File: config.mk
export PLATFORM = sky130hd
export DESIGN_NAME = instr_fetch_flat
export DESIGN_NICKNAME = d
export VERILOG_FILES = /design/src/rtl/fetch_pkg.sv /design/src/rtl/instr_fetch_if.sv /design/src/rtl/fetch_fifo.sv /design/src/rtl/instr_fetch.sv /design/src/flat_wrapper.sv
export SDC_FILE = /design/constraint.sdc
export NUM_CORES = 1
export LEC_CHECK = 0
export ABC_AREA = 1
export BUFFER_PORTS_ARGS = -buffer_cell sky130_fd_sc_hd__buf_4
export CORE_MARGIN = 4
export CORE_UTILIZATION = 54
export CTS_CLUSTER_DIAMETER = 30
export CTS_CLUSTER_SIZE = 25
export DETAILED_ROUTE_END_ITERATION = 8
export GPL_TIMING_DRIVEN = 0
export PLACE_DENSITY = 0.86
export SLEW_MARGIN = 15
export SYNTH_ARGS = -nofsm -noshare
export SYNTH_HDL_FRONTEND = slang
export SYNTH_SLANG_ARGS = --single-unit
File: constraint.sdc
create_clock -name i_clk_w -period 4.7 [get_ports i_clk_w]
set_input_delay 0.94 -clock i_clk_w [delete_from_list [all_inputs] [get_ports i_clk_w]]
set_output_delay 0.94 -clock i_clk_w [all_outputs]
set_load 0.005 [all_outputs]
File: src/rtl/fetch_pkg.sv
// fetch_pkg: shared types and constants for the instruction fetch unit.
//   fetch_state_t : fetch FSM state (S_IDLE, S_WAIT, S_DRAIN)
//   fetch_entry_t : one instruction buffer entry {pc, instr}
//   align_word()  : clears the byte-offset bits of an address
package fetch_pkg;

    localparam int INSTR_W = 32;
    localparam int ADDR_W  = 32;
    localparam logic [ADDR_W-1:0] PC_INC = 32'd4;

    // S_IDLE : no request outstanding
    // S_WAIT : request outstanding, its result goes into the buffer
    // S_DRAIN: request outstanding, its result is thrown away (redirected)
    typedef enum logic [1:0] {
        S_IDLE  = 2'd0,
        S_WAIT  = 2'd1,
        S_DRAIN = 2'd2
    } fetch_state_t;

    typedef struct packed {
        logic [ADDR_W-1:0]  pc;
        logic [INSTR_W-1:0] instr;
    } fetch_entry_t;

    function automatic logic [ADDR_W-1:0] align_word(input logic [ADDR_W-1:0] addr);
        return addr & ~ADDR_W'(3);
    endfunction

endpackage

File: src/rtl/instr_fetch_if.sv
// instr_fetch_if: instruction memory bus plus the decode-side handshake.
//   Memory side : o_imem_req_w / o_imem_addr_w (fetch -> mem),
//                 i_imem_ack_w / i_imem_rdata_w (mem -> fetch)
//   Decode side : o_instr_valid_w / o_instr_w / o_instr_pc_w (fetch -> decode),
//                 i_instr_ready_w (decode -> fetch)
// Handshakes: the memory request is a level held (address stable) until the
// cycle i_imem_ack_w is high, which may be the very first cycle of the
// request; at most one request is ever outstanding. Toward decode, an entry
// transfers in a cycle where valid and ready are both high; while valid is
// high and ready low the head entry does not change.
interface instr_fetch_if;
    import fetch_pkg::*;

    logic               o_imem_req_w;
    logic [ADDR_W-1:0]  o_imem_addr_w;
    logic               i_imem_ack_w;
    logic [INSTR_W-1:0] i_imem_rdata_w;
    logic               o_instr_valid_w;
    logic [INSTR_W-1:0] o_instr_w;
    logic [ADDR_W-1:0]  o_instr_pc_w;
    logic               i_instr_ready_w;

    // master: the fetch unit
    modport master (
        output o_imem_req_w, o_imem_addr_w,
        input  i_imem_ack_w, i_imem_rdata_w,
        output o_instr_valid_w, o_instr_w, o_instr_pc_w,
        input  i_instr_ready_w
    );

    // slave: memory plus decode stage
    modport slave (
        input  o_imem_req_w, o_imem_addr_w,
        output i_imem_ack_w, i_imem_rdata_w,
        input  o_instr_valid_w, o_instr_w, o_instr_pc_w,
        output i_instr_ready_w
    );

endinterface

File: src/rtl/fetch_fifo.sv
// fetch_fifo: synchronous instruction buffer of {pc, instr} entries.
//   i_clk_w, i_rst_w : clock, synchronous active-high reset (clears contents)
//   i_flush_w        : empties the buffer; wins over push and pop
//   i_push_w/_data_w : write an entry (dropped if full and not popping)
//   i_pop_w          : remove head (ignored when empty)
//   o_valid_w/o_head_w : head entry, held stable until popped
//   o_count_w        : number of stored entries
// DEPTH must be a power of two so the pointers wrap on their own.
module fetch_fifo
    import fetch_pkg::*;
#(
    parameter int DEPTH = 2,
    localparam int PTR_W = $clog2(DEPTH),
    localparam int CNT_W = $clog2(DEPTH) + 1
) (
    input  logic             i_clk_w,
    input  logic             i_rst_w,
    input  logic             i_flush_w,
    input  logic             i_push_w,
    input  fetch_entry_t     i_push_data_w,
    input  logic             i_pop_w,
    output logic             o_valid_w,
    output fetch_entry_t     o_head_w,
    output logic [CNT_W-1:0] o_count_w
);

    localparam logic [CNT_W-1:0] FULL = CNT_W'(DEPTH);

    fetch_entry_t     mem [DEPTH];
    logic [PTR_W-1:0] rd_ptr;
    logic [PTR_W-1:0] wr_ptr;
    logic [CNT_W-1:0] count;
    logic             pop_ok;
    logic             push_ok;

    assign pop_ok  = i_pop_w && (count != '0);
    assign push_ok = i_push_w && ((count < FULL) || pop_ok);

    always_ff @(posedge i_clk_w) begin
        if (i_rst_w) begin
            rd_ptr <= '0;
            wr_ptr <= '0;
            count  <= '0;
            // Contents cleared so the head reads as zero out of reset.
            for (int i = 0; i < DEPTH; i++) begin
                mem[i] <= '0;
            end
        end else if (i_flush_w) begin
            rd_ptr <= '0;
            wr_ptr <= '0;
            count  <= '0;
        end else begin
            if (push_ok) begin
                mem[wr_ptr] <= i_push_data_w;
                wr_ptr      <= wr_ptr + 1'b1;
            end
            if (pop_ok) begin
                rd_ptr <= rd_ptr + 1'b1;
            end
            case ({push_ok, pop_ok})
                2'b10:   count <= count + 1'b1;
                2'b01:   count <= count - 1'b1;
                default: count <= count;
            endcase
        end
    end

    assign o_valid_w = (count != '0);
    assign o_head_w  = mem[rd_ptr];
    assign o_count_w = count;

endmodule

File: src/rtl/instr_fetch.sv
// instr_fetch: instruction fetch unit with a small decode-facing buffer.
//   i_clk_w, i_rst_w      : clock, synchronous active-high reset
//   i_pc_w / o_pc_next_w  : PC register value in, next PC out (loaded every cycle)
//   i_branch_w, i_branch_target_w : redirect from execute (flushes the buffer)
//   bus (master)          : instruction memory request/ack and decode handshake
//   o_state_w             : current FSM state, for debug
// Fetches one word per cycle while the buffer has room; a redirect with a
// request in flight marks that request's data for discard.
module instr_fetch
    import fetch_pkg::*;
#(
    parameter int FIFO_DEPTH = 2
) (
    input  logic              i_clk_w,
    input  logic              i_rst_w,
    input  logic [ADDR_W-1:0] i_pc_w,
    output logic [ADDR_W-1:0] o_pc_next_w,
    input  logic              i_branch_w,
    input  logic [ADDR_W-1:0] i_branch_target_w,
    instr_fetch_if.master     bus,
    output fetch_state_t      o_state_w
);

    localparam int CNT_W = $clog2(FIFO_DEPTH) + 1;
    localparam logic [CNT_W-1:0] DEPTH_C = CNT_W'(FIFO_DEPTH);

    fetch_state_t      state;
    logic              req_q;
    logic [ADDR_W-1:0] addr_q;

    logic              fifo_valid;
    fetch_entry_t      fifo_head;
    logic [CNT_W-1:0]  fifo_count;
    logic              pop_eff;
    logic [CNT_W-1:0]  count_after_pop;
    logic              room_idle;
    logic              room_after_push;
    logic              push;

    // Room is judged after this cycle's pop so a full buffer being drained
    // by decode can still issue (or keep issuing) without a bubble.
    assign pop_eff         = fifo_valid && bus.i_instr_ready_w;
    assign count_after_pop = fifo_count - CNT_W'(pop_eff);
    assign room_idle       = count_after_pop < DEPTH_C;
    assign room_after_push = (count_after_pop + 1'b1) < DEPTH_C;

    assign push = (state == S_WAIT) && bus.i_imem_ack_w && !i_branch_w;

    always_comb begin
        o_pc_next_w = i_pc_w;
        if (i_rst_w) begin
            o_pc_next_w = '0;
        end else if (i_branch_w) begin
            o_pc_next_w = align_word(i_branch_target_w);
        end else if (push) begin
            o_pc_next_w = i_pc_w + PC_INC;
        end
    end

    always_ff @(posedge i_clk_w) begin
        if (i_rst_w) begin
            state  <= S_IDLE;
            req_q  <= 1'b0;
            addr_q <= '0;
        end else begin
            case (state)
                S_IDLE: begin
                    if (!i_branch_w && room_idle) begin
                        state  <= S_WAIT;
                        req_q  <= 1'b1;
                        addr_q <= i_pc_w;
                    end
                end
                S_WAIT: begin
                    if (bus.i_imem_ack_w) begin
                        if (i_branch_w || !room_after_push) begin
                            state <= S_IDLE;
                            req_q <= 1'b0;
                        end else begin
                            // Back-to-back: the next word is the PC being loaded now.
                            addr_q <= i_pc_w + PC_INC;
                        end
                    end else if (i_branch_w) begin
                        state <= S_DRAIN;
                    end
                end
                S_DRAIN: begin
                    // The ack closes the stale request even if another redirect
                    // arrives with it; there is nothing left to wait for.
                    if (bus.i_imem_ack_w) begin
                        state <= S_IDLE;
                        req_q <= 1'b0;
                    end
                end
                default: begin
                    state <= S_IDLE;
                    req_q <= 1'b0;
                end
            endcase
        end
    end

    fetch_fifo #(
        .DEPTH(FIFO_DEPTH)
    ) u_fifo (
        .i_clk_w       (i_clk_w),
        .i_rst_w       (i_rst_w),
        .i_flush_w     (i_branch_w),
        .i_push_w      (push),
        .i_push_data_w ('{pc: addr_q, instr: bus.i_imem_rdata_w}),
        .i_pop_w       (bus.i_instr_ready_w),
        .o_valid_w     (fifo_valid),
        .o_head_w      (fifo_head),
        .o_count_w     (fifo_count)
    );

    assign bus.o_imem_req_w    = req_q;
    assign bus.o_imem_addr_w   = addr_q;
    assign bus.o_instr_valid_w = fifo_valid;
    assign bus.o_instr_w       = fifo_head.instr;
    assign bus.o_instr_pc_w    = fifo_head.pc;
    assign o_state_w           = state;

endmodule

File: src/flat_wrapper.sv
// flat-port wrapper written by rule: the top's interface ports become plain ports
module instr_fetch_flat import fetch_pkg::*;
#(
    parameter int FIFO_DEPTH = 2
)
  (i_clk_w, i_rst_w, i_pc_w, o_pc_next_w, i_branch_w, i_branch_target_w, o_state_w, bus_o_imem_req_w, bus_o_imem_addr_w, bus_i_imem_ack_w, bus_i_imem_rdata_w, bus_o_instr_valid_w, bus_o_instr_w, bus_o_instr_pc_w, bus_i_instr_ready_w);
  instr_fetch_if bus_i ();
  input  logic i_clk_w;
  input  logic i_rst_w;
  input  logic [ADDR_W-1:0] i_pc_w;
  output logic [ADDR_W-1:0] o_pc_next_w;
  input  logic i_branch_w;
  input  logic [ADDR_W-1:0] i_branch_target_w;
  output fetch_state_t o_state_w;
  output wire logic [$bits(bus_i.o_imem_req_w)-1:0] bus_o_imem_req_w;
  output wire logic [$bits(bus_i.o_imem_addr_w)-1:0] bus_o_imem_addr_w;
  input wire logic [$bits(bus_i.i_imem_ack_w)-1:0] bus_i_imem_ack_w;
  input wire logic [$bits(bus_i.i_imem_rdata_w)-1:0] bus_i_imem_rdata_w;
  output wire logic [$bits(bus_i.o_instr_valid_w)-1:0] bus_o_instr_valid_w;
  output wire logic [$bits(bus_i.o_instr_w)-1:0] bus_o_instr_w;
  output wire logic [$bits(bus_i.o_instr_pc_w)-1:0] bus_o_instr_pc_w;
  input wire logic [$bits(bus_i.i_instr_ready_w)-1:0] bus_i_instr_ready_w;
  assign bus_o_imem_req_w = bus_i.o_imem_req_w;
  assign bus_o_imem_addr_w = bus_i.o_imem_addr_w;
  assign bus_i.i_imem_ack_w = bus_i_imem_ack_w;
  assign bus_i.i_imem_rdata_w = bus_i_imem_rdata_w;
  assign bus_o_instr_valid_w = bus_i.o_instr_valid_w;
  assign bus_o_instr_w = bus_i.o_instr_w;
  assign bus_o_instr_pc_w = bus_i.o_instr_pc_w;
  assign bus_i.i_instr_ready_w = bus_i_instr_ready_w;
  instr_fetch #(.FIFO_DEPTH(FIFO_DEPTH)) u_core (.i_clk_w(i_clk_w), .i_rst_w(i_rst_w), .i_pc_w(i_pc_w), .o_pc_next_w(o_pc_next_w), .i_branch_w(i_branch_w), .i_branch_target_w(i_branch_target_w), .bus(bus_i), .o_state_w(o_state_w));
endmodule
==> reports/metrics.cfg, run 1 <==
[run_status]
status=complete, no violations

[cells_and_area]
nNetsFinal=1409
syn2layout_area_growth_pct=28.9
utilization_pct=70.5
drive_gt1_share_pct=30.0
antennaDiodeCount=0

[synthesis]
synth_cell_types=32
yosys.area.top_type_share_pct=42.5
avgSynthCellArea_sq_um=8.57
syn-cell-area_sq_mm=0.00904
syn_inst=1055
syn_nets=1159
seq_area_frac_synth_pct=51.3
yosys_warnings=0
synth_top_cell_by_area=edfxtp_1
ys_seq_elements=168
synth.area.top_cells=edfxtp_1, nand2_1, dfxtp_1

[grt]
grt_pass1_wl_um=40400
antenna_found_initial=0
first_global_vias=7868
track_usage_pct=28.0
grt_max_degree=48
globalRouteOverflowTotal=0

[clocking]
cts_inserted_buffers=17
clk_pin_slew_worst_paths_ns=0.06
cts_tree=built
cts_setup_buffers=0
root_buffer=clkbuf_16
hold_buffers=0
cts.sinks=168
cts.repair.resized=0
clockBufferDepth=2
insertion_delay_ns=0.42
htreeDepth=4

[flow_run]
drv_cap=0

[pwr]
p_sw_mw=1.07
p_int_mw=2.75
finalPower_mw=3.82
cellLeakagePower_nw=5.15
power_frac_clock_pct=34.3
swShare_pct=28.0
p_seq_share_pct=45.7
peakVddDrop_mv=0.268
power-per-cell-area_mw_per_mm2=328
pwr-share-comb_pct=20.0

[placed_design]
place_congestion=0.952
hpwl_um=19700
place_ws_ns=0.583
port_buffers=229

[die]
design.core.area_sq_mm=0.0165
num_rows=47
die_area_sq_mm=0.0189
floorplan.initialDensity_pct=54.7
dieWidth_um=137
io_pins=233
fp.dieH_um=137

[setup_path]
path_delay_family=buffers and inverters
cpMostUsedCell=clkbuf_1
critPathMaxStageDelay_ns=0.61
slowest_stage=clkinv_1
crit_arrival_ns=2.91
start_kind=input port
path_max_fanout=10
crit_path_cell_trace=clkbuf_1 -> clkinv_1 -> clkbuf_1 -> o211ai_1 -> inv_1 -> buf_4
path_buf_inv=5
crit_path_end_kind=output port
crit_type=input port to output port
critPathRequiredTime_ns=3.76

[detailed_routing]
drcViolationCount=0
drtIter0Drc=523
num_vias=8090
routed_wirelength_um=26100
first_pass_iters=8
final_antenna_net_count=0
routed_via_density=5.26
routedWlPerCell_um=17.0

[sta]
setup_slack_ns=0.854
rsz0062_at_grt=false
timing.final.crit_share_pct=81.8
tightest_slew_ns=0.744
slew_headroom_pct=50.4
fin_setup_tns_ns=0
hold_viol_final=0
layout_min_cycle_time_ns=3.85
finalMaxSlewViolations=0
setup_viol=0
clock_skew_ns=0.00867
max_freq_ghz=0.260

[worst_hold_path]
hold_class=register to register

[per-layer routing]
layer  up-vias  part of all wire (%)  global-route usage [%]  wire (um)
met1      3712                    40                    35.7      10500
met4         0                   2.2                    9.48        586
met2       388                    49                    48.0      12900
met5         -                     0                       0          0
met3        40                   8.3                    4.86       2180
li1       3950                     -                       -          -
[cell families after synthesis]
kind of cell | share of synthesized area [%]
simple gates | 26.1
flops | 51.3
buf+inv | 7.18
compound gates | 6.45
mux | 7.97
xor+xnor | 0.581
fa+ha+maj | 0.415
[flip-flops by register name, indices dropped and copies added (netlist names), named ones only]
signal	flops
u_core.u_fifo.mem	128
u_core.bus.o_imem_addr_w	32
u_core.o_state_w	2
u_core.u_fifo.o_count_w	2
u_core.bus.o_imem_req_w	1
u_core.u_fifo.rd_ptr	1
u_core.u_fifo.wr_ptr	1
[cells in the mapped netlist]
cell type  number
dfxtp_1        40
a21oi_1        44
mux2_2         64
nand3_1        62
nand3b_1        6
o21ai_2         1
o21a_1          2
nor2_1        178
xnor2_1         2
clkinv_1        1
a2bb2oi_1       5
a31oi_1        11
xor2_1          4
o211ai_1        1
nor2_2         55
ha_1            3
inv_2           2
nand2_1       245
nor2_8          1
and2_1          1
buf_6           7
edfxtp_1      128
a22oi_1         8
o21ai_0        21
buf_1           7
clkbuf_1       39
inv_1         103
o221ai_1        1
or2_1           2
nand2_2         2
o21bai_1        6
nand4_1         3
[worst register-to-register path, cell delays in order, from the launching register on]
cell and delay [ns]:
dfxtp_1 0.41, inv_2 0.07, nand2_2 0.14, inv_2 0.07, nand2_2 0.16, nor2_8 0.07
o21ai_2 0.10, nor2_1 0.07, nand2_1 0.08, clkbuf_1 0.44, clkbuf_1 0.48, nand2_4 0.30
buf_16 0.30
[path summary, 6_finish.rpt]
| path | startpoint | end | slack [ns] | cells past startpoint |
|---|---|---|---|---|
| setup reg to reg | u_core.o_state_w[1]$_SDFFE_PP0P_ | u_core.u_fifo.mem[0][53]$_SDFFCE_PN0P_ | 1.73 | 12 |
| setup / recovery | i_rst_w | o_pc_next_w[3] | 0.85 | 6 |
| hold / removal | u_core.u_fifo.rd_ptr$_SDFFE_PP0P_ | register | 0.46 | 1 |
| hold reg to reg | u_core.u_fifo.rd_ptr$_SDFFE_PP0P_ | register | 0.46 | 1 |
[power groups by stage]
stage	Clock (mW)	Sequential [mW]	Combinational [mW]
after global placement	0	1.78	0.741
after detailed placement	0	1.78	0.758
after global routing	1.40	1.75	0.847
final	1.31	1.74	0.765
after floorplan	0	1.77	0.379
after CTS	1.31	1.74	0.764
[final cells by class]
| cell class | instances | area (sq um) |
|---|---|---|
| fillers | 1284 | 4870 |
| repair buffers | 231 | 1770 |
| multi-input cells | 728 | 3770 |
| clock inverters | 13 | 123 |
| flip-flops and latches | 168 | 4640 |
| inverters | 106 | 398 |
| well taps | 220 | 275 |
| plain buffers | 53 | 251 |
| clock buffers | 19 | 433 |
[metrics by stage]
step	instances	instance area, sq um	hold slack [ns]
3_5_place_dp	1506	11100	0.449
6_report	1538	11700	0.461
4_1_cts	1538	11700	0.460
3_3_place_gp	1504	11000	0.436
5_1_grt	1538	11700	0.484
2_1_floorplan	1055	9040	0.426
[placed cells by master, fill, tap and decap left out, drive strengths merged]
master	synthesis	layout
nand3	62	62
or2	2	2
buf	14	245
o21ai	22	22
and2	1	1
a31oi	11	11
clkinvlp	0	2
o211ai	1	1
inv	105	110
edfxtp	128	128
nand2	247	247
a2bb2oi	5	5
ha	3	3
nand3b	6	6
xor2	4	4
nor2	234	234
o221ai	1	1
xnor2	2	2
clkinv	1	6
bufinv	0	1
mux2	64	64
a21oi	44	44
a22oi	8	8
o21bai	6	6
o21a	2	2
nand4	3	3
clkbuf	39	58
dfxtp	40	40
(Power assumes the default switching activity.)
==> run 2, diff against run 1 <==
==> constraint.sdc (replaced) <==
create_clock -name i_clk_w -period 3.7 [get_ports i_clk_w]
set_input_delay 0.74 -clock i_clk_w [delete_from_list [all_inputs] [get_ports i_clk_w]]
set_output_delay 0.74 -clock i_clk_w [all_outputs]
set_load 0.005 [all_outputs]
==> run 2 against run 1 <==
Effect of this change: die area stayed put; power is 29% higher; combinational power is 27% higher; global-route usage hardly changed; utilization is 0.19 points higher; routed wire length is 1.7% higher; clock skew is 0.0028 ns lower; sequential cell count stayed put; hold slack better by 0.0014 ns; via count is 0.21% higher; worst setup slack worse by 0.70 ns; critical endpoint is now o_pc_next_w[10]; largest cell class unchanged; highest routed layer unchanged.
==> reports/metrics.cfg, run 2 (same netlist as run 1, synthesis figures left out) <==
[grt]
first_global_vias=7912  ; +0.56%
track_usage_pct=28.0  ; about the same
grt_pass1_wl_um=40300  ; -0.19%
antenna_found_initial=0  ; unchanged
grt_max_degree=56  ; +17%
globalRouteOverflowTotal=0  ; unchanged

[cells_and_area]
syn2layout_area_growth_pct=29.2
layout_common_cells=nand2_1, buf_4, nor2_1
largest_register=u_core.u_fifo.mem
final_common_cell=nand2_1
largest_reg_flops=128  ; unchanged
drive_gt1_share_pct=29.9  ; -0.076 points
design_area_sq_mm=0.0117  ; +0.27%
antennaDiodeCount=0  ; unchanged
nNetsFinal=1409  ; unchanged

[sta]
timing.final.crit_share_pct=95.9
setup_slack_ns=0.150  ; -0.704 ns
clock_skew_ns=0.00585  ; -0.00282 ns
max_freq_ghz=0.282
rsz0062_at_grt=false
slew_headroom_pct=49.2  ; -1.2 points
setup_viol=0  ; unchanged
layout_min_cycle_time_ns=3.55
tightest_slew_ns=0.762  ; +0.0181 ns
holdWs_ns=0.462  ; +0.00145 ns
hold_viol_final=0  ; unchanged
finalMaxSlewViolations=0  ; unchanged

[detailed_routing]
drtIter0Drc=509  ; -2.7%
routed_wirelength_um=26600  ; +1.7%
first_pass_iters=7  ; -1
drcViolationCount=0  ; unchanged
routedWlPerCell_um=17.3  ; +1.7%
routed_via_density=5.27  ; +0.21%
num_vias=8107  ; +0.21%
final_antenna_net_count=0  ; unchanged

[setup_path]
crit_path_end_kind=output port
path_delay_family=buffers and inverters
critPathMaxStageDelay_ns=0.63  ; +0.02 ns
reg2reg_from=u_core.o_state_w[1]$_SDFFE_PP0P_
slowest_stage=clkinv_1
crit_arrival_ns=2.81  ; -0.10 ns
critPathRequiredTime_ns=2.96  ; -0.80 ns
start_kind=input port
path_max_fanout=10  ; unchanged
rrSetupSlack_ns=0.77  ; -0.96 ns
r2r-end=u_core.u_fifo.mem[0][53]$_SDFFCE_PN0P_
cpMostUsedCell=clkbuf_1
reg2reg_depth=12  ; unchanged
path_buf_inv=4  ; -1
crit_type=input port to output port
crit_path_cell_trace=clkbuf_1 -> clkinv_1 -> clkbuf_1 -> nand3_1 -> o21ai_0 -> buf_4

[clocking]
root_buffer=clkbuf_16
cts.repair.resized=0  ; unchanged
hold_buffers=0  ; unchanged
cts_tree=built
htreeDepth=4  ; unchanged
clk_pin_slew_worst_paths_ns=0.06  ; about the same
cts_inserted_buffers=17  ; unchanged
insertion_delay_ns=0.42  ; about the same
clockBufferDepth=2  ; unchanged
cts.sinks=168  ; unchanged
cts_setup_buffers=0  ; unchanged

[placed_design]
place_ws_ns=-0.167  ; -0.750 ns
hpwl_um=20300  ; +3.1%
port_buffers=229  ; unchanged
place_congestion=0.987  ; +3.7%
placed_cell_area_sq_mm=0.0111  ; about the same

[pwr]
p_seq_share_pct=45.1  ; -0.6 points
power-per-cell-area_mw_per_mm2=420  ; +28%
peakVddDrop_mv=0.356  ; +33%
finalPower_mw=4.91  ; +29%
swShare_pct=27.6  ; -0.37 points
pwr-share-comb_pct=19.8  ; -0.2 points
p_sw_mw=1.35  ; +27%
power_frac_clock_pct=35.0  ; +0.7 points
p_int_mw=3.55  ; +29%
cellLeakagePower_nw=5.15  ; about the same

[die]
io_pins=233  ; unchanged
num_rows=47  ; unchanged
die_area_sq_mm=0.0189  ; unchanged
dieWidth_um=137  ; unchanged
floorplan.initialDensity_pct=54.7  ; unchanged
fp.dieH_um=137  ; unchanged
design.core.area_sq_mm=0.0165  ; unchanged

[worst_hold_path]
min_to=u_core.u_fifo.rd_ptr$_SDFFE_PP0P_
hold_class=register to register
hold_depth=1  ; unchanged
min_from=u_core.u_fifo.rd_ptr$_SDFFE_PP0P_

[run_status]
status=complete, no violations

[flow_run]
drv_cap=0  ; unchanged

[run 2: area by class of cell]
cell class / instances / area [sq um]
fill: 1310 / 4840
sequential: 168 / 4640
multi-input combinational: 728 / 3770
timing repair buffer: 231 / 1770
clock buffer: 17 / 425
inverter: 106 / 398
tap: 220 / 275
buffer: 53 / 251
clock inverter: 15 / 154
[run 2: routing by layer]
metal | global-route usage (%) | up-vias | wire length [um]
met2 | 47.9 | 351 | 13000
met1 | 35.1 | 3766 | 10700
met5 | 0 | - | 0
li1 | - | 3942 | -
met4 | 10.4 | 0 | 752
met3 | 5.48 | 48 | 2120
[run 2: worst max-delay path by stage]
stage	end	cells after the start	from
global placement	u_core.u_fifo.mem[1][61]$_SDFFCE_PN0P_	4	i_rst_w
finish	o_pc_next_w[10]	6	i_rst_w
global route	u_core.u_fifo.mem[0][56]$_SDFFCE_PN0P_	7	i_rst_w
floorplan	u_core.u_fifo.mem[1][0]$_SDFFCE_PN0P_	4	i_rst_w
detailed placement	u_core.u_fifo.mem[0][61]$_SDFFCE_PN0P_	7	i_rst_w
CTS	o_pc_next_w[10]	6	i_rst_w
[run 2: worst register-to-register path, cell delays in order (launching register included)]
cell      delay, ns
dfxtp_1        0.39
inv_2          0.07
nand2_2        0.15
inv_2          0.07
nand2_2        0.16
nor2_8         0.07
o21ai_2        0.10
nor2_1         0.06
nand2_1        0.07
clkbuf_1       0.49
clkbuf_1       0.48
nand2_4        0.24
buf_16         0.29
[run 2: stage by stage]
stage          cells  TNS, ns  utilization, %
3_3_place_gp    1504  -135.94            66.8
4_1_cts         1538        0            70.7
2_1_floorplan   1055        0               -
5_1_grt         1538        0            70.7
6_report        1538        0            70.7
3_5_place_dp    1506    -8.92            67.2
[run 2: power groups by stage]
stage	clock (mW)	combinational, mW	sequential (mW)
6_report	1.72	0.974	2.22
5_1_grt	1.83	1.08	2.23
4_1_cts	1.72	0.974	2.22
3_5_place_dp	0	0.966	2.25
3_3_place_gp	0	0.944	2.25
2_1_floorplan	0	0.482	2.25
